**src/rtl/branch_pkg.sv**
```systemverilog
// Shared definitions for the branch predict unit.
//  - brOp encodings (5-bit, same as the legacy combinational branch block)
//  - bht_state_t: 2-bit bimodal counter states, prediction = MSB
//  - is_cond():   true only for the six compare opcodes
//  - bht_next():  saturating counter step toward the resolved outcome
package branch_pkg;

  localparam logic [4:0] BR_NONE = 5'b00000;
  localparam logic [4:0] BR_JUMP = 5'b10000;
  localparam logic [4:0] BR_EQ   = 5'b01000;
  localparam logic [4:0] BR_NE   = 5'b01001;
  localparam logic [4:0] BR_LT   = 5'b01100;
  localparam logic [4:0] BR_GE   = 5'b01101;
  localparam logic [4:0] BR_LTU  = 5'b01110;
  localparam logic [4:0] BR_GEU  = 5'b01111;

  typedef enum logic [1:0] {
    BHT_SNT = 2'b00,
    BHT_WNT = 2'b01,
    BHT_WT  = 2'b10,
    BHT_ST  = 2'b11
  } bht_state_t;

  // Only the six compare codes train the predictor; other 01xxx codes are no-ops.
  function automatic logic is_cond(input logic [4:0] op);
    case (op)
      BR_EQ, BR_NE, BR_LT, BR_GE, BR_LTU, BR_GEU: is_cond = 1'b1;
      default:                                    is_cond = 1'b0;
    endcase
  endfunction

  function automatic bht_state_t bht_next(input bht_state_t s, input logic taken);
    case (s)
      BHT_SNT: bht_next = taken ? BHT_WNT : BHT_SNT;
      BHT_WNT: bht_next = taken ? BHT_WT  : BHT_SNT;
      BHT_WT:  bht_next = taken ? BHT_ST  : BHT_WNT;
      BHT_ST:  bht_next = taken ? BHT_ST  : BHT_WT;
      default: bht_next = BHT_WNT;
    endcase
  endfunction

endpackage

```
**src/rtl/branch_cmp.sv**
```systemverilog
// Pure branch comparator.
//  brOp   in  5     branch opcode
//  ruRs1  in  XLEN  first register operand
//  ruRs2  in  XLEN  second register operand
//  cmp    out 1     compare result for the six conditional codes, 0 otherwise
module branch_cmp
  import branch_pkg::*;
#(
  parameter int XLEN = 32
) (
  input  logic [4:0]      brOp,
  input  logic [XLEN-1:0] ruRs1,
  input  logic [XLEN-1:0] ruRs2,
  output logic            cmp
);

  // Operand comparison selected by opcode.
  always_comb begin
    cmp = 1'b0;
    case (brOp)
      BR_EQ:   cmp = (ruRs1 == ruRs2);
      BR_NE:   cmp = (ruRs1 != ruRs2);
      BR_LT:   cmp = ($signed(ruRs1) <  $signed(ruRs2));
      BR_GE:   cmp = ($signed(ruRs1) >= $signed(ruRs2));
      BR_LTU:  cmp = (ruRs1 <  ruRs2);
      BR_GEU:  cmp = (ruRs1 >= ruRs2);
      default: cmp = 1'b0;
    endcase
  end

endmodule

```
**src/rtl/branch_predict_unit.sv**
```systemverilog
// Branch resolution plus bimodal prediction.
//  clk, rst_n            core clock / async active-low reset
//  ifPc -> ifPredTaken   0-cycle BHT lookup for the fetch PC (MSB of counter)
//  exValid, exStall      EX qualifiers; a stalled EX never redirects or updates
//  exPc, exPredTaken     EX instruction PC and the prediction it was fetched with
//  exTarget, brOp        computed target and branch opcode
//  ruRs1, ruRs2          register operands
//  nextPcSrc             resolved taken
//  redirect, redirectPc  flush request and corrected fetch PC
//  brCount, missCount    saturating conditional-branch / mispredict counters
module branch_predict_unit
  import branch_pkg::*;
#(
  parameter int XLEN        = 32,
  parameter int BHT_ENTRIES = 64,
  parameter int CNT_W       = 32
) (
  input  logic             clk,
  input  logic             rst_n,
  input  logic [XLEN-1:0]  ifPc,
  output logic             ifPredTaken,
  input  logic             exValid,
  input  logic             exStall,
  input  logic [XLEN-1:0]  exPc,
  input  logic             exPredTaken,
  input  logic [XLEN-1:0]  exTarget,
  input  logic [4:0]       brOp,
  input  logic [XLEN-1:0]  ruRs1,
  input  logic [XLEN-1:0]  ruRs2,
  output logic             nextPcSrc,
  output logic             redirect,
  output logic [XLEN-1:0]  redirectPc,
  output logic [CNT_W-1:0] brCount,
  output logic [CNT_W-1:0] missCount
);

  localparam int               IDX_W   = $clog2(BHT_ENTRIES);
  localparam logic [XLEN-1:0]  PC_STEP = XLEN'(32'd4);
  localparam logic [CNT_W-1:0] CNT_ONE = CNT_W'(32'd1);
  localparam logic [CNT_W-1:0] CNT_MAX = {CNT_W{1'b1}};

  bht_state_t       bht_q [BHT_ENTRIES];
  bht_state_t       bht_d;
  logic [CNT_W-1:0] br_cnt_q, br_cnt_d;
  logic [CNT_W-1:0] miss_cnt_q, miss_cnt_d;

  logic [IDX_W-1:0] if_idx, ex_idx;
  logic             cmp, is_jump, is_cnd, taken, mispredict, upd_en;

  // PC bits outside the index field are intentionally ignored by the lookup.
  logic             unused_ifpc_bits;
  assign unused_ifpc_bits = ^{ifPc[XLEN-1:IDX_W+2], ifPc[1:0]};

  assign if_idx = ifPc[IDX_W+1:2];
  assign ex_idx = exPc[IDX_W+1:2];

  // No write bypass: a same-cycle update to if_idx is seen from the next cycle.
  assign ifPredTaken = (bht_q[if_idx] == BHT_WT) || (bht_q[if_idx] == BHT_ST);

  branch_cmp #(.XLEN(XLEN)) u_cmp (
    .brOp  (brOp),
    .ruRs1 (ruRs1),
    .ruRs2 (ruRs2),
    .cmp   (cmp)
  );

  // Resolve, redirect selection and next-state for BHT entry and counters.
  always_comb begin
    is_jump    = brOp[4];
    is_cnd     = is_cond(brOp);
    taken      = exValid & (is_jump | (is_cnd & cmp));
    mispredict = is_cnd & (taken != exPredTaken);
    // Jumps always redirect: without a BTB their target is only known here.
    redirect   = exValid & ~exStall & (is_jump | mispredict);
    redirectPc = taken ? exTarget : (exPc + PC_STEP);
    nextPcSrc  = taken;
    upd_en     = exValid & ~exStall & is_cnd;
    bht_d      = bht_next(bht_q[ex_idx], taken);
    br_cnt_d   = br_cnt_q;
    miss_cnt_d = miss_cnt_q;
    if (upd_en) begin
      if (br_cnt_q != CNT_MAX) begin
        br_cnt_d = br_cnt_q + CNT_ONE;
      end else begin
        br_cnt_d = br_cnt_q;
      end
      if (mispredict && (miss_cnt_q != CNT_MAX)) begin
        miss_cnt_d = miss_cnt_q + CNT_ONE;
      end else begin
        miss_cnt_d = miss_cnt_q;
      end
    end else begin
      br_cnt_d   = br_cnt_q;
      miss_cnt_d = miss_cnt_q;
    end
  end

  // BHT storage; reset drops every entry back to weakly-not-taken.
  always_ff @(posedge clk or negedge rst_n) begin
    if (!rst_n) begin
      for (int i = 0; i < BHT_ENTRIES; i++) begin
        bht_q[i] <= BHT_WNT;
      end
    end else if (upd_en) begin
      bht_q[ex_idx] <= bht_d;
    end
  end

  // Performance counters.
  always_ff @(posedge clk or negedge rst_n) begin
    if (!rst_n) begin
      br_cnt_q   <= '0;
      miss_cnt_q <= '0;
    end else begin
      br_cnt_q   <= br_cnt_d;
      miss_cnt_q <= miss_cnt_d;
    end
  end

  assign brCount   = br_cnt_q;
  assign missCount = miss_cnt_q;

endmodule

```
**config.mk**
```make
export PLATFORM = sky130hd
export DESIGN_NAME = branch_predict_unit
export DESIGN_NICKNAME = d
export VERILOG_FILES = /design/src/rtl/branch_pkg.sv /design/src/rtl/branch_cmp.sv /design/src/rtl/branch_predict_unit.sv
export SDC_FILE = /design/constraint.sdc
export NUM_CORES = 1
export LEC_CHECK = 0
export CORE_ASPECT_RATIO = 1.1
export CORE_MARGIN = 5
export CORE_UTILIZATION = 51
export DETAILED_ROUTE_END_ITERATION = 16
export PLACE_DENSITY = 0.82
export SYNTH_ARGS = -nofsm -noshare
export SYNTH_HDL_FRONTEND = slang
export SYNTH_SLANG_ARGS = --single-unit
```
**constraint.sdc**
```tcl
create_clock -name clk -period 4.85 [get_ports clk]
set_input_delay 0.7275 -clock clk [delete_from_list [all_inputs] [get_ports clk]]
set_output_delay 0.7275 -clock clk [all_outputs]
set_load 0.01 [all_outputs]
```
==> After elaboration in Yosys (flattened, before gate mapping) <==
Index checks and enable logic that the tools add are counted.
{ "op_classes": {"mux": 17, "magnitude_cmp": 7, "n_addsub": 3, "n_eq_ne": 16, "n_bitwise": 11, "reduce_logical": 7} }
{ "op_table": {"columns": ["operator", "n"], "rows": [
  ["$bwmux 128", 1],
  ["$add 32x1->32 const B", 2],
  ["$ge 32x32->1", 2],
  ["$lt 32x32->1", 2],
  ["$ne 32x32->1 const B", 2],
  ["$add 32x3->32 const B", 1],
  ["$eq 32x32->1", 1],
  ["$mux 32", 1],
  ["$ne 32x32->1", 1],
  ["$eq 5x4->1 const B", 6],
  ["$bmux 2 s6", 2],
  ["$ge 7x7->1 const B", 2],
  ["$mux 2", 7],
  ["$not 6->7", 2],
  ["$demux 2 s6", 1],
  ["$eq 2x2->1 const B", 4],
  ["$pmux 2 s4", 1],
  ["$lt 7x1->1 const B", 1],
  ["$and 1x1->1", 6],
  ["$pmux 1 s6", 1],
  ["$reduce_or 6->1", 1],
  ["$reduce_and 2->1", 2],
  ["$mux 1", 3],
  ["$eq 2x1->1 const B", 1],
  ["other kinds (6)", 8]
]} }
{ "totals": {"word_cells": 127, "ff_bits": 192} }

==> Longest topological paths before layout <==
Gate-level depths: netlist of run 1.
{ "logic_depth": {"depth_word": 10, "depth_mapped": 13} }

==> Modules after synthesis <==
Synthesis of run 1 repeated with hierarchy kept, for this count alone.
{ "unflattened": {"cells_unflattened": 1126, "area_unflattened_um2": 11907.7} }
{ "by_module_without_submodules": {"columns": ["mod", "n_inst", "cells_each", "area_per_inst_um2"], "rows": [
  ["branch_predict_unit", 1, 990, 10905.5],
  ["branch_cmp", 1, 136, 1002.2]
]} }

==> Worst setup path after synthesis of run 1 <==
OpenSTA, ideal clock, no wires.
{ "synth_path": {"path_type": "in2out", "from": "in ruRs2[29]", "to": "out redirectPc[17]", "slack_ns": 0.808, "stages": 10, "path_buffers": 1, "arrival_time_ns": 3.314, "t_required_ns": 4.123, "path_cell_list": "inv_1 ha_1 a21o_1 a21o_1 a2111oi_4 a21oi_1 o21bai_1 o41ai_4 buf_2 mux2_2"} }
{ "synth_between": {"elab_chain_len": 6, "elab_cells_between_ends": 11, "classes_between": "order compare (4); eq/ne (2); mux (2); bitwise (3)"} }
{ "synth_rtl": {"columns": ["item", "line", "source"], "rows": [
  ["start, declared", "branch_predict_unit.sv:29", "input logic [XLEN-1:0] ruRs2,"],
  ["$ge 32x32->1, or another cell as far along", "branch_cmp.sv:26", "BR_GEU: cmp = (ruRs1 >= ruRs2);"],
  ["$pmux 1 s6 *", "branch_cmp.sv:20", "case (brOp)"],
  ["$and 1x1->1 *", "branch_predict_unit.sv:71", "taken = exValid & (is_jump | (is_cnd & cmp));"],
  ["$or 1x1->1 *", "branch_predict_unit.sv:71", null],
  ["$and 1x1->1 *", "branch_predict_unit.sv:71", null],
  ["$mux 32 *", "branch_predict_unit.sv:75", "redirectPc = taken ? exTarget : (exPc + PC_STEP);"],
  ["end, declared", "branch_predict_unit.sv:32", "output logic [XLEN-1:0] redirectPc,"]
]} }
Mark *: on every way between the ends. The rest lies on a longest branch, timed or not.

==> Final worst setup path of run 1 <==
{ "layout_path": {"from": "in ruRs2[9]", "to": "out redirectPc[8]"} }
Same word-level chain as after synthesis.

==> results of run 1 <==
-- final timing paths --
kind	endpoint	slack, ns
min	bht_q[123]$_DFFE_PN0P_	0.32
max reg2reg	bht_q[79]$_DFFE_PN0P_	1.69
min in group clk	bht_q[122]$_DFFE_PN1P_	0.46
min reg2reg	bht_q[122]$_DFFE_PN1P_	0.46
max	redirectPc[8]	0.11
max in group asynchronous	missCount[27]$_DFFE_PN0P_	3.48
-- report_power, final --
part           internal [W]  leakage (nW)  switching [W]
combinational      0.000318          3.42       0.000326
clock              0.000725         0.284       0.000658
sequential          0.00164          2.44      0.0000420
-- repair_timing --
action,4_1_cts,5_1_grt
resized for setup,28,12
setup endpoints to repair,19,12
setup buffers,2,0
gates cloned,1,0
pin swaps,6,3
-- layer usage --
metal,share of wire,wire [microns],vias to the layer above,global-route usage
li1,-,-,4778,-
met1,0.35,12800,5056,0.326
met2,0.48,17500,577,0.481
met3,0.11,3900,122,0.0849
met4,0.052,1890,0,0.166
met5,0,0,-,0
-- cell usage after synthesis (all sizes together) (4+ instances only) --
library cell  instances
a21oi                47
a221o                 4
a221oi                7
a22oi                13
and2                  7
and3                 21
and4                  7
buf                  26
clkbuf               26
dfrtp               128
dfstp                64
ha                   35
inv                  46
mux2                 17
mux2i                14
mux4                 31
nand2               262
nand2b                4
nand3                41
nand4                36
nor2                 71
nor2b                 4
nor3                 14
nor4                  7
o21ai               138
o221ai                6
o2bb2ai               4
xnor2                58
xor2                 34
-- area by class of cell --
cell class,instances,area share
flip-flops and latches,192,0.329
well taps,290,0.0244
clock inverters,15,0.0102
clock buffers,17,0.0286
multi-input cells,917,0.402
inverters,46,0.0116
diodes,9,0.00151
repair buffers,287,0.193
-- critical path, cell delays in order --
cell and delay (ns):
clkdlybuf4s50_1 0.45, inv_1 0.11, ha_1 0.33, nand4_1 0.16, nor4_2 0.30, nand3_1 0.15
xnor2_1 0.15, a31o_2 0.28, o41ai_4 0.33, buf_4 0.19, bufbuf_16 0.30, buf_4 0.16
a21oi_1 0.08, dlygate4sd2_1 0.29
-- sequential cells by signal, indices dropped and copies added (netlist names) --
| name | flops |
|---|---|
| bht_q | 128 |
| brCount | 32 |
| missCount | 32 |
-- stage by stage --
stage / setup WS [ns] / setup TNS, ns / area [sq um]
5_1_grt: 0.0272 / 0 / 14900
2_1_floorplan: 0.808 / 0 / 11200
3_3_place_gp: -0.0680 / -0.579 / 14200
6_report: 0.107 / 0 / 14900
4_1_cts: 0.000624 / 0 / 14800
3_5_place_dp: -0.130 / -1.21 / 14200
-- kinds of logic after synthesis --
logic type                 synth area share
DFF                                   0.436
muxes                                0.0919
AOI/OAI and AO/OA                     0.134
and+or+nand+nor                       0.192
adders and majority gates            0.0391
xor gates and xnor gates             0.0719
buffers and inverters                0.0349
==> impl_metrics.yaml, run 1 <==
run_status:
  outcome: "finished clean"
detailed_routing:
  route.detailed.drc: 0
  wl_per_cell_microns: 20.3
  drt_iter0_markers: 1103
  drt_first_pass_iters: 6
  vias: 10533
  routed_via_density: 5.94
  postRouteAntennaNets: 0
  routed_wl_mm: 36.1
synthesis:
  yosysTopAreaCellShare: 0.286
  ys_async_sr_fraction: 1.00
  ys_seq_area_frac: 0.436
  synth_cell_types: 59
  synth_warnings: 0
  yosys-top-cells-area: "dfrtp_1 (29%), dfstp_2 (15%), nand2_1 (8.8%)"
  synthCells: 1207
  syn-num-nets: 1412
  synth-edff-count: 0
  synth.largest_area_cell: "dfrtp_1"
  avgSynthCellArea_sq_um: 9.28
  synth_seq_cells: 192
  synth_ff_type: "dfrtp_1"
  syn_area_sq_um: 11200
critical_path:
  crit_fanout: 21
  criticalPathCategory: "in -> out"
  crit_required_ns: 4.12
  end_kind: "primary output"
  critPathLaunchType: "input port"
  reg2reg_depth: 8
  crit_start: "ruRs2[9]"
  worstPathArrival_ns: 4.02
  r2r_start: "bht_q[69]$_DFFE_PN0P_"
clock_tree:
  cts.sinks: 192
  cts_tree: "done"
  cts_hold_buf: 0
  clk_pin_slew_worst_paths_ns: 0.08
  cts-buffers-inserted: 17
  clock_latency_ns: 0.44
  cts_root_buffer: "clkbuf_16"
  clockBufferDepth: 2
  h-tree-depth: 4
layout:
  mostFrequentLayoutCells: "nand2_1 (262), clkdlybuf4s50_1 (206), dfrtp_1 (128)"
  multi_input_area_sq_um: 5980
  drive_gt1_frac: 0.140
  fillers: 1612
  final_common_cell: "nand2_1"
  finish.utilization: 0.691
  area_growth_pct: 32.7
  regArea_sq_um: 4880
  nNetsFinal: 1666
  final_cells: 1773
global_routing:
  antenna_found_initial: 9
  grt_pass1_wl_mm: 56.1
  track_usage: 0.287
  first_global_vias: 10594
  grt-ovfl-total: 0
  grt_max_degree: 111
sta:
  drv_slew: 0
  rsz0062_at_grt: "no"
  relSlewSlack: 0.255
  whs_ns: 0.320
  hold_violations: 0
  setup_viol: 0
  period_share: 0.978
  worst_pin_slew_ns: 1.11
  skew_ns: 0.0108
  period_minus_slack_ns: 4.74
  fmax_mhz: 211
hold_path:
  hold_path_class: "in -> async"
placement:
  portBuffers: 242
  dpl.hpwl_mm: 26.0
  gp_congestion: 0.912
  dpl.cell_count: 1729
flow_run:
  maxCapViolCount: 0
floorplanning:
  dieArea_sq_um: 25000
  start_util: 0.521
  die_h_microns: 165
  die_x_microns: 151
  rows: 56
  ios: 269
  core-area_sq_um: 21500
power_and_ir_drop:
  powerDensity_nw_per_um2: 250
  leakage_nw: 6.15
  vdd_ir_drop_max_uv: 240
  power.total_w: 0.00371
Power figures use the tool's default switching activity.
==> run 2, diff against run 1 <==
- CORE_UTILIZATION: 51 -> 60
- DONT_BUFFER_PORTS: unset -> 1
- PLACE_DENSITY: 0.82 -> 0.76
==> impl_metrics.yaml, run 2 (synthesized netlist as in run 1, its figures left out) <==
layout:
  final_cells: 1444
  fillers: 1492
  finish.utilization: 0.655
  nNetsFinal: 1392
  drive_gt1_frac: 0.138
  mostFrequentLayoutCells: "nand2_1 (262), dfrtp_1 (128), o21ai_0 (125)"
  top_register: "bht_q"
  largest_reg_flops: 128
  area_growth_pct: 7.64
  final_common_cell: "nand2_1"
detailed_routing:
  routed_wl_mm: 31.8
  route.detailed.drc: 0
  wl_per_cell_microns: 22.1
  drt_first_pass_iters: 5
  vias: 9161
  routed_via_density: 6.34
  drt_iter0_markers: 783
  route.met3.wl_mm: 3.19
  dr_wl_met2_mm: 15.9
  postRouteAntennaNets: 0
  top_layer_used: "met4"
  wl_met1_mm: 11.3
clock_tree:
  cts.sinks: 192
  clk_pin_slew_worst_paths_ns: 0.08
  cts_tree: "done"
  post_cts_buffers: 0
  cts_root_buffer: "clkbuf_16"
  clockBufferDepth: 2
  h-tree-depth: 4
  clock_latency_ns: 0.44
  cts-buffers-inserted: 17
critical_path:
  path_delay_family: "compound AO/OA/AOI/OAI gates"
  crit_fanout: 63
  r2r_setup_slack_ns: 1.61
  critical_path.slowest_cell: "a2111oi_4"
  criticalPathCategory: "in -> out"
  end_kind: "primary output"
  crit_required_ns: 4.12
  critPathLaunchType: "input port"
  slowest_delay_ns: 0.47
  critical_path.cell_chain: "inv_1 > ha_1 > nand4_1 > nor2_1 > a2111oi_4 > a21oi_1 > o21bai_1 > o41ai_4 > buf_12 > nor2_1 > a21oi_1"
  critPathBufInv: 2
  worstPathArrival_ns: 3.52
sta:
  whs_ns: 0.137
  finalSetupTns_ns: 0
  period_share: 0.875
  rsz0062_at_grt: "no"
  fmax_mhz: 236
  hold_violations: 0
  worst_pin_slew_ns: 1.10
  drv_slew: 0
  worst_slack_ns: 0.605
  period_minus_slack_ns: 4.25
  skew_ns: 0.0105
  relSlewSlack: 0.259
  setup_viol: 0
placement:
  dpl.hpwl_mm: 22.6
  portBuffers: 0
  gp_congestion: 0.907
  dpl.cell_count: 1410
  preCtsSetupSlack_ns: 0.559
global_routing:
  antenna_found_initial: 1
  track_usage: 0.295
  first_global_vias: 9242
  grt_max_degree: 129
  grt-ovfl-total: 0
  grt_pass1_wl_mm: 50.1
floorplanning:
  core-area_sq_um: 18400
  dieArea_sq_um: 21500
  start_util: 0.608
  die_x_microns: 140
  die_h_microns: 153
  rows: 52
  ios: 269
power_and_ir_drop:
  powerDensity_nw_per_um2: 287
  vdd_ir_drop_max_uv: 255
  leakage_nw: 4.93
run_status:
  outcome: "finished clean"
hold_path:
  hold_path_class: "in -> async"
flow_run:
  maxCapViolCount: 0
[run 2: cell types whose count changed in the layout (fill, tap and decap cells not counted), moves of 3 or more]
cell / previous run / this run
clkdlybuf4s50_1: 206 / 0
buf_4: 37 / 10
dlygate4sd2_1: 23 / 0
dlymetal6s2s_1: 11 / 0
diode_2: 9 / 1
buf_12: 7 / 2
clkinv_4: 5 / 1
inv_6: 3 / 6
nor4_1: 3 / 6
nor4_2: 3 / 0
[run 2: worst reg2reg max path, cell delays in order, from the launching register on]
cell and delay [ns]:
dfrtp_1 0.50, nand4_1 0.17, nor2_1 0.21, nand4_1 0.25
nor3_1 0.63, a41o_1 0.43, nor2_1 0.09, mux2i_1 0.52
nor4_1 0.15, xor2_1 0.17
[run 2: metal layers]
layer  global-route usage  vias up
li1                     -     4229
met1                0.354     4398
met2                0.493      444
met3               0.0859       90
met4                0.134        0
met5                    0        -
[run 2: through the flow]
stage	power [W]	instance area, sq um
floorplan	0.00197	11200
global placement	0.00203	11400
detailed placement	0.00204	11400
CTS	0.00348	12100
global route	0.00359	12100
finish	0.00346	12100
[run 2: worst paths after layout]
kind / from / end / cells past startpoint
max in group asynchronous: rst_n / bht_q[47]$_DFFE_PN0P_ / 1
min in group clk: bht_q[120]$_DFFE_PN1P_ / bht_q[120]$_DFFE_PN1P_ / 2
min reg2reg: bht_q[120]$_DFFE_PN1P_ / bht_q[120]$_DFFE_PN1P_ / 2
min: rst_n / bht_q[50]$_DFFE_PN1P_ / 0
max: ruRs2[31] / redirectPc[27] / 11
max reg2reg: missCount[4]$_DFFE_PN0P_ / missCount[19]$_DFFE_PN0P_ / 9
[run 2: power by group]
part | switching, W | leakage [nW] | internal [W]
combinational | 0.000211 | 2.20 | 0.000123
clock | 0.000675 | 0.294 | 0.000752
sequential | 0.0000561 | 2.44 | 0.00164
total | 0.000941 | 4.93 | 0.00252
[run 2: cell type report]
cell class | instances | area (sq um) | share of cell area
inverter | 46 | 173 | 0.0143
clock inverter | 14 | 165 | 0.0137
clock buffer | 18 | 439 | 0.0364
tap | 243 | 304 | 0.0252
sequential | 192 | 4880 | 0.405
multi-input combinational | 917 | 5940 | 0.493
timing repair buffer | 13 | 143 | 0.0118
antenna | 1 | 2.50 | 0.000208
[run 2: repair_timing]
item                                    4_1_cts  5_1_grt
endpoints found under the setup margin        0        0
hold buffers                                  1        0
hold endpoints to repair                    128        0
gates resized for setup                       0        0
